<file path="src/rtl/seat_pkg.sv">
// Shared seat-table types: seat state encoding, seat index and time-base widths.
package seat_pkg;

  localparam int NUM_SEATS = 32;
  localparam int TIME_W    = 11;
  localparam int SEAT_W    = 5;

  typedef logic [SEAT_W-1:0] seat_idx_t;

  typedef enum logic [1:0] {
    EMPTY    = 2'b00,
    RESERVED = 2'b01,
    AWAY     = 2'b10,
    SEATED   = 2'b11
  } seat_state_t;

endpackage

</file>
<file path="src/rtl/seat_timer.sv">
// Seat time base: wrapping W-bit counter advanced by a one-cycle tick pulse.
module seat_timer #(
  parameter int W = 11
) (
  input  logic         clk,
  input  logic         srst,
  input  logic         tick,
  output logic [W-1:0] count
);

  logic [W-1:0] count_reg;

  // Natural modulo-2^W wrap; no overflow flag is wanted.
  always_ff @(posedge clk) begin
    if (srst) begin
      count_reg <= '0;
    end else if (tick) begin
      count_reg <= count_reg + 1'b1;
    end
  end

  assign count = count_reg;

endmodule

</file>
<file path="src/rtl/seat_cmd.sv">
// Seat command initiator: accepts UI seat ops, writes them to the seat table,
// reports done/reject from Do_Not_Seat, and keeps a local seated shadow.
module seat_cmd #(
  parameter int SEATS     = seat_pkg::NUM_SEATS,
  parameter int TIME_W    = seat_pkg::TIME_W,
  parameter int RESP_WAIT = 1
) (
  input  logic              clk_seat_cmd,
  input  logic              rst_seat_cmd,
  input  logic              tick_sec,
  input  logic              cmd_valid,
  output logic              cmd_ready,
  input  logic [1:0]        cmd_op,
  input  logic [4:0]        cmd_seat,
  output logic              wr_en,
  output logic [TIME_W-1:0] wr_time,
  output logic [1:0]        wr_state,
  output logic [4:0]        wr_seat,
  input  logic              Do_Not_Seat,
  output logic              done,
  output logic              reject,
  output logic [TIME_W-1:0] now_time,
  output logic [5:0]        occ_count
);

  import seat_pkg::*;

  typedef enum logic [2:0] {
    S_IDLE,
    S_CHECK,
    S_WRITE,
    S_WAIT,
    S_DONE,
    S_REJECT
  } fsm_t;

  fsm_t              state_reg, state_next;
  logic [2:0]        wait_reg, wait_next;
  logic              ready_reg;
  seat_state_t       op_reg;
  seat_idx_t         seat_reg;
  logic [TIME_W-1:0] time_reg;
  logic [5:0]        occ_reg, occ_next;
  seat_state_t       shadow [SEATS];
  logic [SEATS-1:0]  seated;
  logic              accept;

  seat_timer #(.W(TIME_W)) u_timer (
    .clk   (clk_seat_cmd),
    .srst  (rst_seat_cmd),
    .tick  (tick_sec),
    .count (now_time)
  );

  // Ready is registered so it stays low during the reset cycle itself.
  assign accept = (state_reg == S_IDLE) && cmd_valid && ready_reg;

  generate
    for (genvar gi = 0; gi < SEATS; gi++) begin : g_shadow
      seat_state_t cell_reg;

      always_ff @(posedge clk_seat_cmd) begin
        if (rst_seat_cmd) begin
          cell_reg <= EMPTY;
        end else if (state_reg == S_DONE && seat_reg == seat_idx_t'(gi)) begin
          cell_reg <= op_reg;
        end
      end

      assign shadow[gi] = cell_reg;
      assign seated[gi] = (cell_reg == SEATED);
    end
  endgenerate

  always_comb begin
    occ_next = '0;
    for (int i = 0; i < SEATS; i++) begin
      occ_next = occ_next + 6'(seated[i]);
    end
  end

  always_comb begin
    state_next = state_reg;
    wait_next  = wait_reg;
    case (state_reg)
      S_IDLE:   if (accept) state_next = S_CHECK;
      S_CHECK: begin
        // Double-sit caught locally; the table is never touched.
        if (op_reg == SEATED && shadow[seat_reg] == SEATED) state_next = S_REJECT;
        else                                                 state_next = S_WRITE;
      end
      S_WRITE: begin
        state_next = S_WAIT;
        wait_next  = 3'(RESP_WAIT);
      end
      S_WAIT: begin
        if (wait_reg == 3'd1) state_next = Do_Not_Seat ? S_REJECT : S_DONE;
        else                  wait_next  = wait_reg - 3'd1;
      end
      S_DONE:   state_next = S_IDLE;
      S_REJECT: state_next = S_IDLE;
      default:  state_next = S_IDLE;
    endcase
  end

  always_ff @(posedge clk_seat_cmd) begin
    if (rst_seat_cmd) begin
      state_reg <= S_IDLE;
      wait_reg  <= '0;
      ready_reg <= 1'b0;
      op_reg    <= EMPTY;
      seat_reg  <= '0;
      time_reg  <= '0;
      occ_reg   <= '0;
    end else begin
      state_reg <= state_next;
      wait_reg  <= wait_next;
      ready_reg <= (state_next == S_IDLE);
      occ_reg   <= occ_next;
      if (accept) begin
        op_reg   <= seat_state_t'(cmd_op);
        seat_reg <= cmd_seat;
        time_reg <= now_time;
      end
    end
  end

  assign cmd_ready = ready_reg;
  assign wr_en     = (state_reg == S_WRITE);
  assign wr_time   = time_reg;
  assign wr_state  = op_reg;
  assign wr_seat   = seat_reg;
  assign done      = (state_reg == S_DONE);
  assign reject    = (state_reg == S_REJECT);
  assign occ_count = occ_reg;

endmodule

</file>
<file path="config.mk">
export PLATFORM = sky130hd
export DESIGN_NAME = seat_cmd
export DESIGN_NICKNAME = d
export VERILOG_FILES = /design/src/rtl/seat_pkg.sv /design/src/rtl/seat_timer.sv /design/src/rtl/seat_cmd.sv
export SDC_FILE = /design/constraint.sdc
export NUM_CORES = 1
export LEC_CHECK = 0
export CAP_MARGIN = 25
export CORE_MARGIN = 4
export CORE_UTILIZATION = 40
export DETAILED_ROUTE_END_ITERATION = 6
export MAX_ROUTING_LAYER = met4
export PLACE_DENSITY = 0.7
export SLEW_MARGIN = 20
export SYNTH_ARGS = -nofsm -noshare
export SYNTH_HDL_FRONTEND = slang
export SYNTH_SLANG_ARGS = --single-unit
</file>
<file path="constraint.sdc">
create_clock -name clk_seat_cmd -period 5 [get_ports clk_seat_cmd]
set_clock_uncertainty 0.15 [all_clocks]
set_input_delay 0.75 -clock clk_seat_cmd [delete_from_list [all_inputs] [get_ports clk_seat_cmd]]
set_output_delay 0.75 -clock clk_seat_cmd [all_outputs]
set_load 0.03 [all_outputs]
</file>
==> results.md <==
- Average wire per standard cell: around 15 um
- Final weighted congestion in routability-driven placement: between 0.8 and 0.9
- Insertion delay of the later-clocked pin in the worst-skew pair: around 0.36 ns
- Headroom to the max-slew limit: 0.404
- VDD IR max: 0.171 mV
- Synth Cell Area: 0.00545 sq mm
- Overall die height: between 100 and 150 um
- Slack of the worst reg-to-reg path: 0.05 ns
- Startpoint class of the critical path: register
- Depth of the worst register-to-register path: 17
- Power Dens Cells: about 300 mW/mm^2
- Post-synthesis register bit count: 106
- Crit Path Max Fanout: 2
- Final hold viol count: 0
- Beginning of the worst register-to-register path: g_shadow[0].cell_reg[0]
- 1st-pass router iterations: 5
- Vias in the first global route: 4,534
- Total chip power: between 1500 and 2000 uW
- Hold bufs inserted after CTS: 0
- Area enclosed by the die boundary: ~0.016 sq mm
- Number of enable flip-flop cells after synthesis: 0
- Slowest cell on the critical path: sky130_fd_sc_hd__fa_2
- Worst Max-Slew Pin Slew: just under 0.9 ns
- Total of warnings raised by yosys: 0
- Rows: 42
- Min-delay src: g_shadow[10].cell_reg[0]
- Total clock sinks: around 110
- Final core occ: 0.482
- Cell taking the most area after synthesis: sky130_fd_sc_hd__dfxtp_1
- Post-route worst setup slack: 0.0534 ns
- Initial standard-cell utilization of the core: 0.410
- Antenna violations before repair: 0
- Vias/cell: between 5 and 6
- Static power due to leakage: roughly 0.0023 uW
- Clock Root Buffer: sky130_fd_sc_hd__clkbuf_16
- Fin nets: 730
- Avg Cell Area, Syn: ~8.4 sq um
- Post-DP Area: between 0.006 and 0.007 sq mm
- Delay of the slowest cell on the worst path: between 0.5 and 0.6 ns
- IO Count: between 50 and 60
- Worst setup slack after placement: -0.107 ns
- Total detailed-routing wirelength: 13.1 mm
- Unique masters post-synth: 46
- First-pass GRT wire length: between 20 and 25 mm
- Pin count of the biggest net entering global routing: 89
- Area share of the leading cell type in the synthesized netlist: 0.390
- Worst flop-to-flop path endpoint: occ_count[4]
- Core Box Area: roughly 0.013 sq mm
- Setup violation total in the final timing report: 0
- Max_cap viols: 0
- DR vias: 4,520
- Total overflow reported by the global router: 0
- Setup repair after global routing missed its margin: true
- Remaining antenna violation count after routing: 0
- Critical path endpoint category: register
- Instance count of the mapped netlist: 650
- Hold EP: g_shadow[10].cell_reg[0]
- CTS buffer count: 9
- Post-detail-place hpwl: about 9.4 mm
- Worst setup path class: reg -> reg
- Critical path data arrival time: between 5 and 6 ns
- Most frequent cell on the critical path: sky130_fd_sc_hd__fa_1
- Violation count after the first detailed-routing iteration: 425
- Maximum clock frequency: 202 MHz
- Total count of max-transition violations in the final report: 0
- Cell-by-cell trace of the critical path: and2_4, fa_1, inv_1, fa_1, fa_2, fa_1, fa_1, inv_2, fa_1, ha_2, inv_2, fa_2, inv_2, a21o_1, a21oi_2, xor2_1, nor2_1
- CTS H-tree depth: 3
- Depth of the worst hold-timing path: 2
- Die outline width: 125 um
- Clock-pin slew on the worst setup and hold paths: ~0.07 ns
- Share of the clock period used by the worst path: 0.989
- Flip-flop count of the largest register, all copies and words added: 64
- Drc violations: 0
- Ant. Diodes: 0
- Ys async rst share: 0
- Largest buffer count on any clock path: 2
- Total nets after synthesis: 696
- Aggregate global-route resource usage: 0.176
- TritonCTS clock tree: built
- Min cycle time layout: between 4 and 5 ns
- Area added between synthesis and finish: 17.6%
- Cells taking the most area after synthesis: sky130_fd_sc_hd__dfxtp_1 (39%), sky130_fd_sc_hd__nand2_1 (9.0%), sky130_fd_sc_hd__fa_1 (8.8%)
- Sequential-to-total area share from yosys stat: 0.390
- Run status: completed
- Buffers on Ports: 50
- Layout Cell Area excl Fill: 0.00641 sq mm
- Required arrival time at the worst endpoint: approximately 5 ns
- Fraction of final layout cells sized beyond drive strength 1: 0.0813
- Class of the worst hold path: reg -> reg
- Primary flip-flop cell chosen by synthesis mapping: sky130_fd_sc_hd__dfxtp_1
## repair_timing
action / CTS / global route
setup endpoints to repair: 4 / 3
resized for setup: 7 / 9
buffers inserted: 0 / 1
pin swaps: 7 / 13
## how the worst max path moves through the flow
stage               slack (ns)                      from      endpoint  depth (start not counted)
finish                    0.05   g_shadow[0].cell_reg[0]  occ_count[4]                         17
global route             -0.12  g_shadow[13].cell_reg[1]  occ_count[4]                         17
CTS                      0.007  g_shadow[11].cell_reg[1]  occ_count[5]                         17
global placement         -0.02   g_shadow[0].cell_reg[0]  occ_count[4]                         17
floorplan                 0.09   g_shadow[0].cell_reg[0]  occ_count[4]                         17
detailed placement       -0.11   g_shadow[0].cell_reg[0]  occ_count[4]                         17
## cells by family (layout without fill, tap and decap cells)
logic type | after synthesis | after routing | synth area share
AND/OR/NAND/NOR | 300 | 300 | 0.251
flip-flops | 106 | 106 | 0.390
AO/OA/AOI/OAI | 87 | 87 | 0.0866
buffers and inverters | 73 | 112 | 0.0558
multiplexers | 39 | 39 | 0.0880
adder cells (fa/ha/maj) | 34 | 34 | 0.111
XOR/XNOR | 11 | 11 | 0.0177
## metal layers
| metal | up-vias | share of wire | GRT usage |
|---|---|---|---|
| met5 | - | 0 | - |
| met4 | 0 | 0.019 | 0.0509 |
| met3 | 22 | 0.052 | 0.0407 |
| met2 | 140 | 0.49 | 0.289 |
| met1 | 2138 | 0.44 | 0.217 |
| li1 | 2220 | - | - |
## placed cells by master, fill, tap and decap left out, types with 2 or more instances in the layout
| cell | synthesis | routed |
|---|---|---|
| sky130_fd_sc_hd__nor3_2 | 2 | 2 |
| sky130_fd_sc_hd__and2_4 | 0 | 3 |
| sky130_fd_sc_hd__mux4_2 | 7 | 7 |
| sky130_fd_sc_hd__or3_1 | 2 | 2 |
| sky130_fd_sc_hd__nand3_1 | 45 | 45 |
| sky130_fd_sc_hd__buf_4 | 4 | 10 |
| sky130_fd_sc_hd__inv_1 | 37 | 33 |
| sky130_fd_sc_hd__dfxtp_2 | 0 | 3 |
| sky130_fd_sc_hd__nand2b_1 | 4 | 4 |
| sky130_fd_sc_hd__a21oi_2 | 0 | 3 |
| sky130_fd_sc_hd__mux2i_1 | 31 | 31 |
| sky130_fd_sc_hd__o2111ai_1 | 2 | 2 |
| sky130_fd_sc_hd__fa_1 | 24 | 22 |
| sky130_fd_sc_hd__o211ai_1 | 2 | 2 |
| sky130_fd_sc_hd__inv_2 | 0 | 4 |
| sky130_fd_sc_hd__ha_1 | 10 | 9 |
| sky130_fd_sc_hd__nor2_1 | 62 | 62 |
| sky130_fd_sc_hd__a21boi_0 | 2 | 2 |
| sky130_fd_sc_hd__clkbuf_16 | 0 | 9 |
| sky130_fd_sc_hd__and3_1 | 4 | 4 |
| sky130_fd_sc_hd__or4_1 | 2 | 2 |
| sky130_fd_sc_hd__and2_1 | 13 | 10 |
| sky130_fd_sc_hd__nand4_1 | 7 | 7 |
| sky130_fd_sc_hd__xor2_1 | 10 | 10 |
| sky130_fd_sc_hd__o21ai_0 | 9 | 9 |
| sky130_fd_sc_hd__fa_2 | 0 | 2 |
| sky130_fd_sc_hd__nor3_1 | 9 | 9 |
| sky130_fd_sc_hd__nand3b_1 | 4 | 4 |
| sky130_fd_sc_hd__inv_6 | 0 | 2 |
| sky130_fd_sc_hd__a21o_1 | 3 | 3 |
| sky130_fd_sc_hd__nor4b_1 | 2 | 2 |
| sky130_fd_sc_hd__dfxtp_1 | 106 | 103 |
| sky130_fd_sc_hd__nor2b_1 | 6 | 6 |
| sky130_fd_sc_hd__clkdlybuf4s50_1 | 0 | 49 |
| sky130_fd_sc_hd__nand2_1 | 130 | 130 |
| sky130_fd_sc_hd__a21oi_1 | 65 | 62 |
## power by group
group	switching [uW]	total, uW	internal, uW
Sequential	44.7	913	868
Clock	337	745	408
Combinational	198	295	97.6
## critical path, delay by kind of cell, from the launching register on
kind                       cells  cell delay (ns)
adders and majority gates      8             3.60
DFF                            1             0.32
and+or+nand+nor                2             0.21
buffers and inverters          4             0.19
AOI/OAI and AO/OA              2             0.17
xor gates and xnor gates       1             0.14
## final cells by class
type | count | area, sq um
Fill cell | 1231 | 6890
Multi-Input combinational cell | 471 | 3050
Sequential cell | 106 | 2130
Timing Repair Buffer | 59 | 566
Clock buffer | 10 | 239
Tap cell | 176 | 220
Inverter | 37 | 139
Clock inverter | 6 | 71.3
## per-stage QoR
stage / hold slack [ns] / TNS, ns / std cells
2_1_floorplan: 0.282 / 0 / 650
3_3_place_gp: 0.289 / -0.0195 / 848
3_5_place_dp: 0.292 / -0.198 / 848
4_1_cts: 0.302 / 0 / 864
5_1_grt: 0.330 / -0.156 / 865
6_report: 0.301 / 0 / 865
## cell usage after synthesis, types with 10 or more instances
library cell and instances:
sky130_fd_sc_hd__and2_1 13, sky130_fd_sc_hd__mux2i_1 31, sky130_fd_sc_hd__dfxtp_1 106, sky130_fd_sc_hd__ha_1 10
sky130_fd_sc_hd__clkbuf_1 23, sky130_fd_sc_hd__a21oi_1 65, sky130_fd_sc_hd__fa_1 24, sky130_fd_sc_hd__xor2_1 10
sky130_fd_sc_hd__nor2_1 62, sky130_fd_sc_hd__nand3_1 45, sky130_fd_sc_hd__nand2_1 130, sky130_fd_sc_hd__inv_1 37
Power figures use the tool's default switching activity.
